### config.mk
export PLATFORM = sky130hd
export DESIGN_NAME = pipe_hazard_ctrl
export DESIGN_NICKNAME = d
export VERILOG_FILES = /design/src/rtl/pipe_hazard_ctrl.sv
export SDC_FILE = /design/constraint.sdc
export NUM_CORES = 1
export LEC_CHECK = 0
export ABC_CLOCK_PERIOD_IN_PS = 2400
export BUFFER_PORTS_ARGS = -buffer_cell sky130_fd_sc_hd__buf_2
export CAP_MARGIN = 15
export CORE_AREA = 8 8 60 62
export DETAILED_ROUTE_END_ITERATION = 10
export DIE_AREA = 0 0 68 70
export PLACE_DENSITY_LB_ADDON = 0.08
export REMOVE_ABC_BUFFERS = 1
export SLEW_MARGIN = 0
export SYNTH_ARGS = -nofsm -noshare
export SYNTH_HDL_FRONTEND = slang
export SYNTH_SLANG_ARGS = --single-unit
### constraint.sdc
create_clock -name clk -period 2.4 [get_ports clk]
set_clock_uncertainty 0.05 [all_clocks]
set_input_delay 0.36 -clock clk [delete_from_list [all_inputs] [get_ports clk]]
set_output_delay 0.36 -clock clk [all_outputs]
set_load 0.01 [all_outputs]
### src/rtl/pipe_hazard_ctrl.sv
// rtl/pipe_hazard_ctrl.sv - stall/flush control for a 4-register in-order pipeline.
// Optional stall counter enabled by PIPE_HAZARD_CTRL_PERF_EN.
module pipe_hazard_ctrl #(
  parameter int unsigned TIMEOUT = 64
) (
  input  logic       clk,
  input  logic       rst,
  input  logic       id_valid,
  input  logic [2:0] id_src_a_idx,
  input  logic       id_src_a_use,
  input  logic [2:0] id_src_b_idx,
  input  logic       id_src_b_use,
  input  logic       ex_valid,
  input  logic [2:0] ex_dst_idx,
  input  logic       ex_is_load,
  input  logic       ex_redirect,
  input  logic       mem_valid,
  input  logic       mem_req,
  input  logic       mem_ready,
  output logic       stall_fd,
  output logic       stall_de,
  output logic       stall_em,
  output logic       stall_mw,
  output logic       flush_fd,
  output logic       flush_de,
  output logic       flush_em,
  output logic       flush_mw,
  output logic [1:0] state,
  output logic       mem_timeout
`ifdef PIPE_HAZARD_CTRL_PERF_EN
  ,
  output logic [31:0] perf_stall_cnt
`endif
);

  typedef enum logic [1:0] {
    ST_RUN      = 2'b00,
    ST_MEM_WAIT = 2'b01,
    ST_HALT     = 2'b10
  } state_t;

  localparam logic [15:0] WCNT_LAST = 16'(TIMEOUT - 1);

  state_t      state_q, state_d;
  logic [15:0] wcnt_q, wcnt_d;
  logic        timeout_q, timeout_d;
  logic        mem_hold;
  logic        lu_hit;
  logic        redirect;

  assign mem_hold = mem_valid & mem_req & ~mem_ready;
  assign lu_hit   = id_valid & ex_valid & ex_is_load &
                    ((id_src_a_use & (id_src_a_idx == ex_dst_idx)) |
                     (id_src_b_use & (id_src_b_idx == ex_dst_idx)));
  assign redirect = ex_valid & ex_redirect;

  always_ff @(posedge clk) begin
    if (rst) begin
      state_q   <= ST_RUN;
      wcnt_q    <= '0;
      timeout_q <= 1'b0;
    end else begin
      state_q   <= state_d;
      wcnt_q    <= wcnt_d;
      timeout_q <= timeout_d;
    end
  end

  always_comb begin
    state_d   = state_q;
    wcnt_d    = wcnt_q;
    timeout_d = timeout_q;
    case (state_q)
      ST_RUN: begin
        if (mem_hold) begin
          state_d = ST_MEM_WAIT;
          wcnt_d  = 16'd1;
        end
      end
      ST_MEM_WAIT: begin
        // Completion beats the watchdog when both happen on the last count.
        if (mem_ready || !mem_valid) begin
          state_d = ST_RUN;
          wcnt_d  = '0;
        end else if (wcnt_q == WCNT_LAST) begin
          state_d   = ST_HALT;
          timeout_d = 1'b1;
        end else begin
          wcnt_d = wcnt_q + 16'd1;
        end
      end
      ST_HALT: state_d = ST_HALT;
      default: begin
        state_d = ST_RUN;
        wcnt_d  = '0;
      end
    endcase
  end

  always_comb begin
    stall_fd = 1'b0;
    stall_de = 1'b0;
    stall_em = 1'b0;
    stall_mw = 1'b0;
    flush_fd = 1'b0;
    flush_de = 1'b0;
    flush_em = 1'b0;
    flush_mw = 1'b0;
    if (state_q == ST_HALT) begin
      stall_fd = 1'b1;
      stall_de = 1'b1;
      stall_em = 1'b1;
      stall_mw = 1'b1;
    end else if (mem_hold) begin
      // Bubble into WB so the frozen MEM instruction is not written back twice.
      stall_fd = 1'b1;
      stall_de = 1'b1;
      stall_em = 1'b1;
      flush_mw = 1'b1;
    end else if (redirect) begin
      flush_fd = 1'b1;
      flush_de = 1'b1;
    end else if (lu_hit) begin
      stall_fd = 1'b1;
      flush_de = 1'b1;
    end
  end

  assign state       = state_q;
  assign mem_timeout = timeout_q;

`ifdef PIPE_HAZARD_CTRL_PERF_EN
  logic [31:0] perf_q;

  always_ff @(posedge clk) begin
    if (rst) begin
      perf_q <= '0;
    end else if (stall_fd && (perf_q != 32'hFFFF_FFFF)) begin
      perf_q <= perf_q + 32'd1;
    end
  end

  assign perf_stall_cnt = perf_q;
`endif

endmodule

==> reports/qor.csv <==
metric;value;unit
ctsResizeCount;0;
synth_top_area_share;29.49;%
critPathKind;register to register;
critPathSlowestCell;or4_4;
layout_commonest_cell;buf_2;
comb_power_share;15.2;%
yosysSeqAreaShare;29.49;%
pwr_density_cell;404.4;nW/um^2
synth-edff-count;0;
seqPwrFrac;55.9;%
area_growth;11.54;%
core-area;2663;sq um
layout-drive-gt1-share;29.05;%
nFillCells;279;
dp_hpwl;2463;microns
slew_viol_final;0;
path_buf_inv;0;
cts_max_level;1;
synth_top_cell_by_area;dfxtp_1;
initial_core_util;48.45;%
clock_latency;300;ps
setup_viol;0;
dp_slack;409.1;ps
die_h;70;microns
status;finished, final reports clean;
ys_ff_latch;19;
worstPathMaxFanout;9;
nets;201;
cts_tree;done;
grtUsageTotal;13.53;%
portBuffers;29;
worst_hold_slack;288.2;ps
io_pins;31;
clock_sinks;19;
synthFlopType;dfxtp_1;
clockRootBuffer;clkbuf_4;
hold_violations;0;
ff2ff_path_depth;4;
mostFrequentLayoutCells;buf_2, dfxtp_1, nand3_1, a21oi_1, nand2_1;
post_cts_buffers;0;
max-vdd-ir-drop;0.3179;mV
cap_violations;0;
routedWlPerCell;15.65;microns
clockBufferDepth;2;
grt_pass1_vias;1169;
post-route-min-period;2032;ps
cp_slowest_stage_delay;550;ps
fin_setup_tns;0;ps
n_antenna_cell;0;
detail-route-antenna-nets;0;
routed_wl;3286;microns
grt_max_degree;19;
tightest_slew;562.8;ps
cp_top_family;simple AND/OR/NAND/NOR gates;
arrival;2180;ps
antenna_found_initial;0;
yosysWarnings;0;
path_depth;4;
min_period_over_period;84.68;%
stdcell_area;1439;sq um
cts_hold_buf;0;
grt_first_pass_wirelength;5264;microns
dieWidth;68;microns
post-route-worst-setup-slack;367.8;ps
cts_made_buffers;3;
placementRows;19;
max_freq;492.1;MHz
syn_area_per_cell;8.543;sq um
syn_inst;151;
initialDrtViolationCount;62;
dpl_cell_area;1411;sq um
place.gp.congestion;0.8040;
clk_transition_reported_paths;120;ps
synthTopCellsByArea;dfxtp_1, nand3_1, a21oi_1, clkbuf_8, xnor2_1;
p_sw_share;27.37;%
relSlewSlack;62.20;%
power.switching;0.0001593;W
min_path_type;input port to register;
crit_required;2550;ps
vias_per_cell;5.967;
total_leakage_power;0.5917;nW
min_path_cells;3;
power_frac_clock;28.9;%
dieArea;4760;sq um
vias;1253;
rsz0062_at_grt;no;
internal-power;0.0004226;W
start_kind;register;
crit_path_end_kind;register;
path_cells;or4_4 > nor4_4 > a211oi_2 > a2111oi_2;
drc;0;
grt-ovfl-total;0;
first_pass_iters;4;
yosys.cell_types.count;52;
syn_area;1290;sq um
synthArstFlopShare;0;%
==> synth_stat cells, types with 2 or more instances <==
cell / n
a311oi_1: 2
a211o_1: 2
o21ai_0: 6
nor2_1: 5
nor4_1: 2
a41oi_1: 2
clkbuf_1: 2
nand2_1: 10
nand2b_1: 3
a31oi_1: 4
buf_6: 2
a21oi_1: 11
nand4_1: 5
buf_4: 2
nand3_1: 12
and4bb_2: 2
or3_1: 5
dfxtp_1: 19
or4_1: 3
mux2i_1: 2
and3_1: 3
xnor2_1: 6
nor3_1: 2
a21o_1: 3
inv_1: 5
and2_2: 2
clkbuf_8: 4
==> flip-flops by register name, indices dropped and copies added, names as in the netlist <==
register and flops:
mem_timeout 1, state 2, wcnt_q 16
==> path summary, 6_finish.rpt <==
kind	startpoint	end	slack, ps
max	wcnt_q[10]$_SDFFE_PP0P_	wcnt_q[5]$_SDFFE_PP0P_	370
min	mem_req	state[0]$_SDFFE_PP0P_	290
max reg2reg	wcnt_q[10]$_SDFFE_PP0P_	wcnt_q[5]$_SDFFE_PP0P_	370
min reg2reg	mem_timeout$_SDFFE_PP0P_	mem_timeout$_SDFFE_PP0P_	400
==> stage by stage <==
step                 power, W  instances  util, %
global placement    0.0004183        206    53.01
CTS                 0.0005873        210    54.04
global route        0.0006104        210    54.04
detailed placement  0.0004203        206    53.01
floorplan           0.0003779        141        -
finish              0.0005819        210    54.04
==> final cells by class <==
class | instances | area, sq um | share of cell area, %
Clock buffer | 3 | 22.52 | 1.565
Clock inverter | 1 | 5.005 | 0.3478
Inverter | 5 | 18.77 | 1.304
Multi-Input combinational cell | 117 | 790.8 | 54.96
Sequential cell | 19 | 380.4 | 26.43
Tap cell | 31 | 38.79 | 2.696
Timing Repair Buffer | 34 | 182.7 | 12.70
==> cells by family after synthesis <==
group	synth area share [%]
and+or+nand+nor	31.43
AOI/OAI and AO/OA	22.99
DFF	29.49
buffers and inverters	9.214
xor gates and xnor gates	4.074
muxes	1.552
adders and majority gates	0.9698
other	0.2907
==> worst register-to-register path: stages, from the launching register on <==
cell	delay, ps
dfxtp_1	360
or4_4	550
nor4_4	510
a211oi_2	160
a2111oi_2	300
==> metal layers <==
layer | global-route usage [%] | wire (microns) | share of wire, %
met1 | 17.10 | 1500 | 46
met2 | 22.13 | 1544 | 47
met3 | 2.552 | 220 | 6.7
met4 | 4.100 | 21 | 0.64
met5 | 0 | 0 | 0
==> power groups by stage <==
stage / combinational, W / sequential (W) / clock (W)
after floorplan: 0.0000472 / 0.000331 / 0
after global placement: 0.0000863 / 0.000332 / 0
after detailed placement: 0.0000882 / 0.000332 / 0
after CTS: 0.0000886 / 0.000325 / 0.000174
after global routing: 0.0000973 / 0.000326 / 0.000187
final: 0.0000882 / 0.000325 / 0.000168
No activity file was read; power rests on OpenSTA's default activity.
